### src/rtl/pipeline_pkg.sv
// -----------------------------------------------------------------------------
// pipeline_pkg
// Shared definitions for the pipeline hazard logic.
//   mdu_state_t   : MDU countdown FSM encoding (RUN / MDU_WAIT)
//   REG_ZERO      : hard-wired zero register, never a hazard source
//   stall_cause_t : which hazard class won the per-cycle priority
//   dest_hits()   : destination-vs-source register compare helper
// -----------------------------------------------------------------------------
package pipeline_pkg;

   typedef enum logic {
      RUN      = 1'b0,
      MDU_WAIT = 1'b1
   } mdu_state_t;

   localparam logic [4:0] REG_ZERO = 5'd0;

   typedef enum logic [2:0] {
      NONE    = 3'd0,
      MEMWAIT = 3'd1,
      HILO    = 3'd2,
      BR      = 3'd3,
      LU      = 3'd4
   } stall_cause_t;

   // True when a producer destination feeds a source of the F/D instruction.
   // $0 is excluded because writes to it are discarded.
   function automatic logic dest_hits(input logic [4:0] dest,
                                      input logic [4:0] rs,
                                      input logic [4:0] rt,
                                      input logic       uses_rt);
      return (dest != REG_ZERO) && ((dest == rs) || (uses_rt && (dest == rt)));
   endfunction

endpackage

### src/rtl/hazard_detection_unit_if.sv
// -----------------------------------------------------------------------------
// hazard_detection_unit_if
// Bundles the pipeline-side signals seen by the hazard detection unit.
// Handshake: none -- every signal is a level, valid in the cycle it is driven;
// the unit answers combinationally in the same cycle (zero detection latency).
//   slave  modport : the hazard unit (reads pipeline status, drives enables)
//   master modport : the pipeline / testbench (drives status, reads enables)
// -----------------------------------------------------------------------------
interface hazard_detection_unit_if;

   logic [4:0] rs_addr_fd;
   logic [4:0] rt_addr_fd;
   logic       uses_rt_fd;
   logic       branch_fd;
   logic       reads_hilo_fd;
   logic       mem_read_dx;
   logic       write_reg_dx;
   logic [4:0] write_reg_addr_dx;
   logic       mdu_start_dx;
   logic       mem_read_xm;
   logic [4:0] write_reg_addr_xm;
   logic       dmem_req_xm;
   logic       dmem_ready;

   logic       pc_write;
   logic       fd_write;
   logic       dx_bubble;
   logic       dx_write;
   logic       xm_write;
   logic       mw_bubble;
   logic       mdu_busy;

   modport slave (
      input  rs_addr_fd, rt_addr_fd, uses_rt_fd, branch_fd, reads_hilo_fd,
      input  mem_read_dx, write_reg_dx, write_reg_addr_dx, mdu_start_dx,
      input  mem_read_xm, write_reg_addr_xm, dmem_req_xm, dmem_ready,
      output pc_write, fd_write, dx_bubble, dx_write, xm_write, mw_bubble,
      output mdu_busy
   );

   modport master (
      output rs_addr_fd, rt_addr_fd, uses_rt_fd, branch_fd, reads_hilo_fd,
      output mem_read_dx, write_reg_dx, write_reg_addr_dx, mdu_start_dx,
      output mem_read_xm, write_reg_addr_xm, dmem_req_xm, dmem_ready,
      input  pc_write, fd_write, dx_bubble, dx_write, xm_write, mw_bubble,
      input  mdu_busy
   );

endinterface

### src/rtl/mdu_countdown.sv
// -----------------------------------------------------------------------------
// mdu_countdown
// Tracks the multi-cycle MDU: after an accepted start, busy stays high for
// exactly MDU_LATENCY cycles. A new start while busy reloads the countdown.
// The counter keeps running through pipeline freezes since the MDU is
// independent of the pipeline registers.
// Ports:
//   clk, rst  : clock, synchronous active-high reset
//   start     : mult/div accepted into execute this cycle
//   busy      : HI/LO not yet valid (low while rst is high)
//   state     : current FSM state (debug/observation)
// Parameters: MDU_LATENCY (>= 2), CNT_W (2**CNT_W > MDU_LATENCY)
// -----------------------------------------------------------------------------
module mdu_countdown
   import pipeline_pkg::*;
#(
   parameter int MDU_LATENCY = 32,
   parameter int CNT_W       = 6
) (
   input  logic       clk,
   input  logic       rst,
   input  logic       start,
   output logic       busy,
   output mdu_state_t state
);

   // Loading LATENCY-1 and leaving on the edge where the count is 0 gives
   // LATENCY busy cycles in total.
   localparam logic [CNT_W-1:0] LOAD_VAL = CNT_W'(MDU_LATENCY - 1);

   mdu_state_t       state_next;
   logic [CNT_W-1:0] count;
   logic [CNT_W-1:0] count_next;

   always_ff @(posedge clk) begin
      if (rst) begin
         state <= RUN;
         count <= '0;
      end else begin
         state <= state_next;
         count <= count_next;
      end
   end

   always_comb begin
      state_next = state;
      count_next = count;
      case (state)
         RUN: begin
            if (start) begin
               state_next = MDU_WAIT;
               count_next = LOAD_VAL;
            end
         end
         MDU_WAIT: begin
            if (start) begin
               count_next = LOAD_VAL;
            end else if (count == '0) begin
               state_next = RUN;
            end else begin
               count_next = count - 1'b1;
            end
         end
         default: begin
            state_next = RUN;
            count_next = '0;
         end
      endcase
   end

   assign busy = (state == MDU_WAIT) && !rst;

endmodule

### src/rtl/hazard_detection_unit.sv
// -----------------------------------------------------------------------------
// hazard_detection_unit
// Stall/bubble generator for the 5-stage F/D/X/M/W pipeline. Catches hazards
// that forwarding cannot cover, in priority order:
//   MEMWAIT (data memory not ready) > HILO (mfhi/mflo behind busy MDU)
//   > BR (ID-stage branch operand in flight) > LU (load-use)
// Ports:
//   clk, rst : clock, synchronous active-high reset (forces all-stall outputs)
//   bus      : hazard_detection_unit_if.slave (pipeline status in, enables out)
//   stall_cycles, lu_events : statistics, only with HAZARD_STATS_EN defined
// Optional feature macro: HAZARD_STATS_EN
// -----------------------------------------------------------------------------
module hazard_detection_unit
   import pipeline_pkg::*;
#(
   parameter int MDU_LATENCY = 32,
   parameter int CNT_W       = 6
) (
   input  logic                   clk,
   input  logic                   rst,
   hazard_detection_unit_if.slave bus
`ifdef HAZARD_STATS_EN
   ,
   output logic [31:0]            stall_cycles,
   output logic [15:0]            lu_events
`endif
);

   logic         hit_memwait;
   logic         hit_hilo;
   logic         hit_br;
   logic         hit_lu;
   logic         mdu_accept;
   logic         mdu_busy;
   mdu_state_t   mdu_state;
   stall_cause_t cause;

   // dx_write is 1 in every case except reset and MEMWAIT, so a start is
   // accepted exactly when neither of those holds.
   assign hit_memwait = bus.dmem_req_xm && !bus.dmem_ready;
   assign mdu_accept  = bus.mdu_start_dx && !hit_memwait && !rst;

   // The start term makes an mfhi directly behind a mult stall with no gap.
   assign hit_hilo = bus.reads_hilo_fd && ((mdu_state == MDU_WAIT) || mdu_accept);

   assign hit_br = bus.branch_fd &&
      ((bus.write_reg_dx && dest_hits(bus.write_reg_addr_dx, bus.rs_addr_fd,
                                      bus.rt_addr_fd, bus.uses_rt_fd)) ||
       (bus.mem_read_xm  && dest_hits(bus.write_reg_addr_xm, bus.rs_addr_fd,
                                      bus.rt_addr_fd, bus.uses_rt_fd)));

   assign hit_lu = bus.mem_read_dx && bus.write_reg_dx &&
      dest_hits(bus.write_reg_addr_dx, bus.rs_addr_fd, bus.rt_addr_fd, bus.uses_rt_fd);

   mdu_countdown #(
      .MDU_LATENCY (MDU_LATENCY),
      .CNT_W       (CNT_W)
   ) u_mdu_countdown (
      .clk   (clk),
      .rst   (rst),
      .start (mdu_accept),
      .busy  (mdu_busy),
      .state (mdu_state)
   );

   always_comb begin
      cause = NONE;
      if (!rst) begin
         if (hit_memwait)   cause = MEMWAIT;
         else if (hit_hilo) cause = HILO;
         else if (hit_br)   cause = BR;
         else if (hit_lu)   cause = LU;
      end
   end

   always_comb begin
      bus.pc_write  = 1'b1;
      bus.fd_write  = 1'b1;
      bus.dx_bubble = 1'b0;
      bus.dx_write  = 1'b1;
      bus.xm_write  = 1'b1;
      bus.mw_bubble = 1'b0;
      if (rst) begin
         bus.pc_write  = 1'b0;
         bus.fd_write  = 1'b0;
         bus.dx_bubble = 1'b1;
         bus.dx_write  = 1'b0;
         bus.xm_write  = 1'b0;
         bus.mw_bubble = 1'b1;
      end else begin
         case (cause)
            MEMWAIT: begin
               // Whole pipeline holds; only M/W drains as a bubble.
               bus.pc_write  = 1'b0;
               bus.fd_write  = 1'b0;
               bus.dx_write  = 1'b0;
               bus.xm_write  = 1'b0;
               bus.mw_bubble = 1'b1;
            end
            HILO, BR, LU: begin
               // Hold F/D and PC, push a NOP into D/X, older stages advance.
               bus.pc_write  = 1'b0;
               bus.fd_write  = 1'b0;
               bus.dx_bubble = 1'b1;
            end
            default: ;
         endcase
      end
   end

   assign bus.mdu_busy = mdu_busy;

`ifdef HAZARD_STATS_EN
   always_ff @(posedge clk) begin
      if (rst) begin
         stall_cycles <= '0;
         lu_events    <= '0;
      end else begin
         if (!bus.pc_write && (stall_cycles != 32'hFFFF_FFFF)) begin
            stall_cycles <= stall_cycles + 32'd1;
         end
         if (cause == LU) begin
            lu_events <= lu_events + 16'd1;
         end
      end
   end
`endif

endmodule

### src/flat_wrapper.sv
// flat-port wrapper written by rule: the top's interface ports become plain ports
module hazard_detection_unit_flat import pipeline_pkg::*;
#(
   parameter int MDU_LATENCY = 32,
   parameter int CNT_W       = 6
)
  (clk, rst, bus_rs_addr_fd, bus_rt_addr_fd, bus_uses_rt_fd, bus_branch_fd, bus_reads_hilo_fd, bus_mem_read_dx, bus_write_reg_dx, bus_write_reg_addr_dx, bus_mdu_start_dx, bus_mem_read_xm, bus_write_reg_addr_xm, bus_dmem_req_xm, bus_dmem_ready, bus_pc_write, bus_fd_write, bus_dx_bubble, bus_dx_write, bus_xm_write, bus_mw_bubble, bus_mdu_busy);
  hazard_detection_unit_if bus_i ();
  input  logic clk;
  input  logic rst;
  input wire logic [$bits(bus_i.rs_addr_fd)-1:0] bus_rs_addr_fd;
  input wire logic [$bits(bus_i.rt_addr_fd)-1:0] bus_rt_addr_fd;
  input wire logic [$bits(bus_i.uses_rt_fd)-1:0] bus_uses_rt_fd;
  input wire logic [$bits(bus_i.branch_fd)-1:0] bus_branch_fd;
  input wire logic [$bits(bus_i.reads_hilo_fd)-1:0] bus_reads_hilo_fd;
  input wire logic [$bits(bus_i.mem_read_dx)-1:0] bus_mem_read_dx;
  input wire logic [$bits(bus_i.write_reg_dx)-1:0] bus_write_reg_dx;
  input wire logic [$bits(bus_i.write_reg_addr_dx)-1:0] bus_write_reg_addr_dx;
  input wire logic [$bits(bus_i.mdu_start_dx)-1:0] bus_mdu_start_dx;
  input wire logic [$bits(bus_i.mem_read_xm)-1:0] bus_mem_read_xm;
  input wire logic [$bits(bus_i.write_reg_addr_xm)-1:0] bus_write_reg_addr_xm;
  input wire logic [$bits(bus_i.dmem_req_xm)-1:0] bus_dmem_req_xm;
  input wire logic [$bits(bus_i.dmem_ready)-1:0] bus_dmem_ready;
  output wire logic [$bits(bus_i.pc_write)-1:0] bus_pc_write;
  output wire logic [$bits(bus_i.fd_write)-1:0] bus_fd_write;
  output wire logic [$bits(bus_i.dx_bubble)-1:0] bus_dx_bubble;
  output wire logic [$bits(bus_i.dx_write)-1:0] bus_dx_write;
  output wire logic [$bits(bus_i.xm_write)-1:0] bus_xm_write;
  output wire logic [$bits(bus_i.mw_bubble)-1:0] bus_mw_bubble;
  output wire logic [$bits(bus_i.mdu_busy)-1:0] bus_mdu_busy;
  assign bus_i.rs_addr_fd = bus_rs_addr_fd;
  assign bus_i.rt_addr_fd = bus_rt_addr_fd;
  assign bus_i.uses_rt_fd = bus_uses_rt_fd;
  assign bus_i.branch_fd = bus_branch_fd;
  assign bus_i.reads_hilo_fd = bus_reads_hilo_fd;
  assign bus_i.mem_read_dx = bus_mem_read_dx;
  assign bus_i.write_reg_dx = bus_write_reg_dx;
  assign bus_i.write_reg_addr_dx = bus_write_reg_addr_dx;
  assign bus_i.mdu_start_dx = bus_mdu_start_dx;
  assign bus_i.mem_read_xm = bus_mem_read_xm;
  assign bus_i.write_reg_addr_xm = bus_write_reg_addr_xm;
  assign bus_i.dmem_req_xm = bus_dmem_req_xm;
  assign bus_i.dmem_ready = bus_dmem_ready;
  assign bus_pc_write = bus_i.pc_write;
  assign bus_fd_write = bus_i.fd_write;
  assign bus_dx_bubble = bus_i.dx_bubble;
  assign bus_dx_write = bus_i.dx_write;
  assign bus_xm_write = bus_i.xm_write;
  assign bus_mw_bubble = bus_i.mw_bubble;
  assign bus_mdu_busy = bus_i.mdu_busy;
  hazard_detection_unit #(.MDU_LATENCY(MDU_LATENCY), .CNT_W(CNT_W)) u_core (.clk(clk), .rst(rst), .bus(bus_i));
endmodule
### config.mk
export PLATFORM = sky130hd
export DESIGN_NAME = hazard_detection_unit_flat
export DESIGN_NICKNAME = d
export VERILOG_FILES = /design/src/rtl/pipeline_pkg.sv /design/src/rtl/hazard_detection_unit_if.sv /design/src/rtl/mdu_countdown.sv /design/src/rtl/hazard_detection_unit.sv /design/src/flat_wrapper.sv
export SDC_FILE = /design/constraint.sdc
export NUM_CORES = 1
export LEC_CHECK = 0
export CORE_AREA = 3 3 40 42
export CTS_CLUSTER_SIZE = 30
export DETAILED_ROUTE_END_ITERATION = 7
export DIE_AREA = 0 0 43 45
export DONT_BUFFER_PORTS = 1
export PLACE_DENSITY = 0.76
export SLEW_MARGIN = 20
export SYNTH_ARGS = -nofsm -noshare
export SYNTH_HDL_FRONTEND = slang
export SYNTH_SLANG_ARGS = --single-unit
### constraint.sdc
create_clock -name clk -period 1.45 [get_ports clk]
set_input_delay 0.145 -clock clk [delete_from_list [all_inputs] [get_ports clk]]
set_output_delay 0.145 -clock clk [all_outputs]
set_load 0.02 [all_outputs]
==> flow_summary.yaml <==
outcome:
  status: "finished, violations left"
  violations: "negative hold slack, negative setup slack"
setup_path:
  crit_buf_inv: 0
  worst_setup_path_end_kind: "register"
  r2r-end: "u_core.u_mdu_countdown.count[5]"
  worstPathCellList: "or3_4, or4b_4, nor3_2, a21oi_1, a211oi_2"
  cp.required_ns: 1.64
  crit_family: "simple AND/OR/NAND/NOR gates"
  timing.rr.start: "u_core.u_mdu_countdown.count[0]"
  critPathSlowestCell: "or4b_4"
  path_class: "register to register"
  ff2ff_path_depth: 5
  critical_path_arrival_ns: 1.88
  r2r_setup_slack_ns: -0.24
  crit_path_start_kind: "register"
  cp_slowest_stage_delay_ns: 0.53
  worstPathMaxFanout: 2
floorplan:
  die_area_sq_um: 1940
  row_count: 13
  die_w_um: 43
  initial_core_util: 0.540
  io_pins: 38
  core_sq_um: 1280
  fp.dieH_um: 45
grt:
  track_usage: 0.198
  grt_pass1_vias: 680
  grt_max_degree: 11
  grtUsageMet1: 0.217
  grt.busiest_layer: "met2"
  antenna_found_initial: 0
  use_met2: 0.353
  grt-ovfl-total: 0
  grtUsageMet3: 0.0558
  grt_pass1_wl_mm: 2.83
sta:
  drv_slew: 0
  holdWs_ns: -0.0695
  maxSlewHeadroom: 0.734
  setup_tns_ns: -0.239
  worst_pin_slew_ns: 0.398
  fin_worst_skew_ns: 0.00533
  rsz0062_at_grt: "yes"
  hold_viol: 7
  setup_slack_ns: -0.239
  post-route-min-period_ns: 1.69
  post-route-period-util: 1.16
  final-setup-viol-count: 1
  fmax_mhz: 592
clock_network:
  numCtsBuffers: 3
  cts_tree: "built"
  root_buffer: "clkbuf_4"
  cts_buffer_depth: 2
  cts.sinks: 7
  clk_pin_slew_worst_paths_ns: 0.06
  h-tree-depth: 1
  clk_latency_ns: 0.27
logic_synthesis:
  synth-seq-cells: 7
  synth_compound_area_frac: 0.232
  synth_top_family_by_area: "XOR/XNOR gates"
  yosysWarnings: 0
  syn_area_per_cell_sq_um: 8.07
  synth_xor_area_frac: 0.265
  syn_nets: 118
  synth-simple-area-share: 0.218
  synth_flop_cell: "dfxtp_1"
  synth.cell_area_sq_um: 694
  synthAdderAreaFrac: 0.0180
  synth_top_area_share: 0.227
  ys_seq_area_frac: 0.202
  synth_top_cells_by_count: "18 x xor2_1, 10 x a21oi_1, 7 x dfxtp_1, 5 x nor2_1"
  yosys.cell_count.top_type: "xor2_1"
  yosysUniqueCellTypes: 33
  synthArstFlopShare: 0
  synth_edf_count: 0
  yosys.area.top_type: "xor2_1"
  netlist_instances: 86
  synth.area.top_cells: "xor2_1 23%, dfxtp_1 20%, a21oi_1 7.2%"
  synth.area.mux_share: 0
routing:
  routed_wl_mm: 1.90
  avgViaCountPerCell: 6.17
  dr.pass1.iters: 4
  via_count: 685
  drc: 0
  drtAntennaViolNets: 0
  wire_per_inst_um: 17.1
  drtIter0Drc: 18
placement:
  io_buffers: 0
  globalplace.congestion: 0.828
  post-place-cells: 106
  hpwl_mm: 1.30
  placed_area_sq_um: 758
cells_and_area:
  syn2layout_area_growth_pct: 21.4
  antenna_cells: 0
  final_nets: 129
  final_cells: 111
  layout-drive-gt1-share: 0.302
  design_area_sq_um: 843
  utilization: 0.656
worst_hold_path:
  worstHoldPathCells: 1
  min_path_type: "primary input to register"
  hold_start: "rst"
  min_to: "u_core.u_mdu_countdown.count[1]"
job:
  cap_viol_max_count: 0
pwr:
  finalPower_mw: 0.689
  ir_worst_vdd_uv: 512
  leakage_nw: 0.316
  power_density_nw_per_um2: 817
-- layout by cell type, fill, tap and decap left out, drive strengths merged, types with 2 or more instances in the layout --
| cell type | instances |
|---|---|
| xor2 | 18 |
| xnor2 | 3 |
| nor2 | 5 |
| nor3 | 3 |
| o21ai | 5 |
| dfxtp | 7 |
| nand2 | 4 |
| inv | 4 |
| a32oi | 2 |
| nor4 | 2 |
| a21oi | 10 |
| clkbuf | 3 |
| buf | 10 |
| nor2b | 2 |
| or4 | 2 |
-- worst register-to-register path: cells and delay by family, from the launching register on --
family             cells  cell delay, ns
DFF                    1            0.32
AOI/OAI and AO/OA      2            0.22
and+or+nand+nor        3            1.07
-- flip-flops by register name, summed over array words and instances, names as in the netlist --
name,cells
u_core.u_mdu_countdown.count,6
u_core.u_mdu_countdown.state,1
-- metal layers --
metal | vias to the layer above | routed length [um]
met1 | 319 | 703
li1 | 326 | -
met5 | - | 0
met3 | 4 | 145
met4 | 0 | 31
met2 | 36 | 1020
-- metrics by stage --
step | setup slack [ns] | hold slack [ns]
detailed placement | -0.203 | 0.213
global placement | -0.162 | 0.211
CTS | -0.220 | -0.0689
finish | -0.239 | -0.0695
floorplan | -0.151 | 0.232
global route | -0.282 | -0.0735
-- where the power goes --
group	internal (mW)	switching (mW)
combinational	0.145	0.127
clock	0.102	0.0892
sequential	0.211	0.0154
total	0.457	0.232
-- what timing repair did --
item,4_1_cts,5_1_grt
setup buffers,1,0
pin swaps,6,9
setup endpoints to repair,3,8
endpoints found under the hold margin,7,7
gates resized for setup,5,9
-- how the worst max path moves through the flow --
| stage | cells after the start | endpoint | startpoint | slack, ns |
|---|---|---|---|---|
| 6_report | 5 | u_core.u_mdu_countdown.count[5] | u_core.u_mdu_countdown.count[0] | -0.24 |
| 5_1_grt | 5 | u_core.u_mdu_countdown.count[5] | u_core.u_mdu_countdown.count[0] | -0.28 |
| 4_1_cts | 5 | u_core.u_mdu_countdown.count[5] | u_core.u_mdu_countdown.count[0] | -0.22 |
| 3_5_place_dp | 5 | u_core.u_mdu_countdown.count[5] | u_core.u_mdu_countdown.count[0] | -0.20 |
| 3_3_place_gp | 5 | u_core.u_mdu_countdown.count[5] | u_core.u_mdu_countdown.count[0] | -0.16 |
| 2_1_floorplan | 5 | u_core.u_mdu_countdown.count[5] | u_core.u_mdu_countdown.count[0] | -0.15 |
-- logic make-up (layout without fill, tap and decap cells) --
kind of cell    Yosys count  after routing
simple gates             24             24
buf+inv                   8             18
flops                     7              7
fa+ha+maj                 1              1
compound gates           25             25
xor+xnor                 21             21
-- final cells by class --
class / count / area, sq um
well taps: 15 / 18.8
multi-input cells: 71 / 557
clock buffers: 3 / 22.5
flip-flops and latches: 7 / 143
fillers: 104 / 442
clock inverters: 1 / 5.00
repair buffers: 10 / 82.6
inverters: 4 / 15.0
No activity file was read; power rests on OpenSTA's default activity.
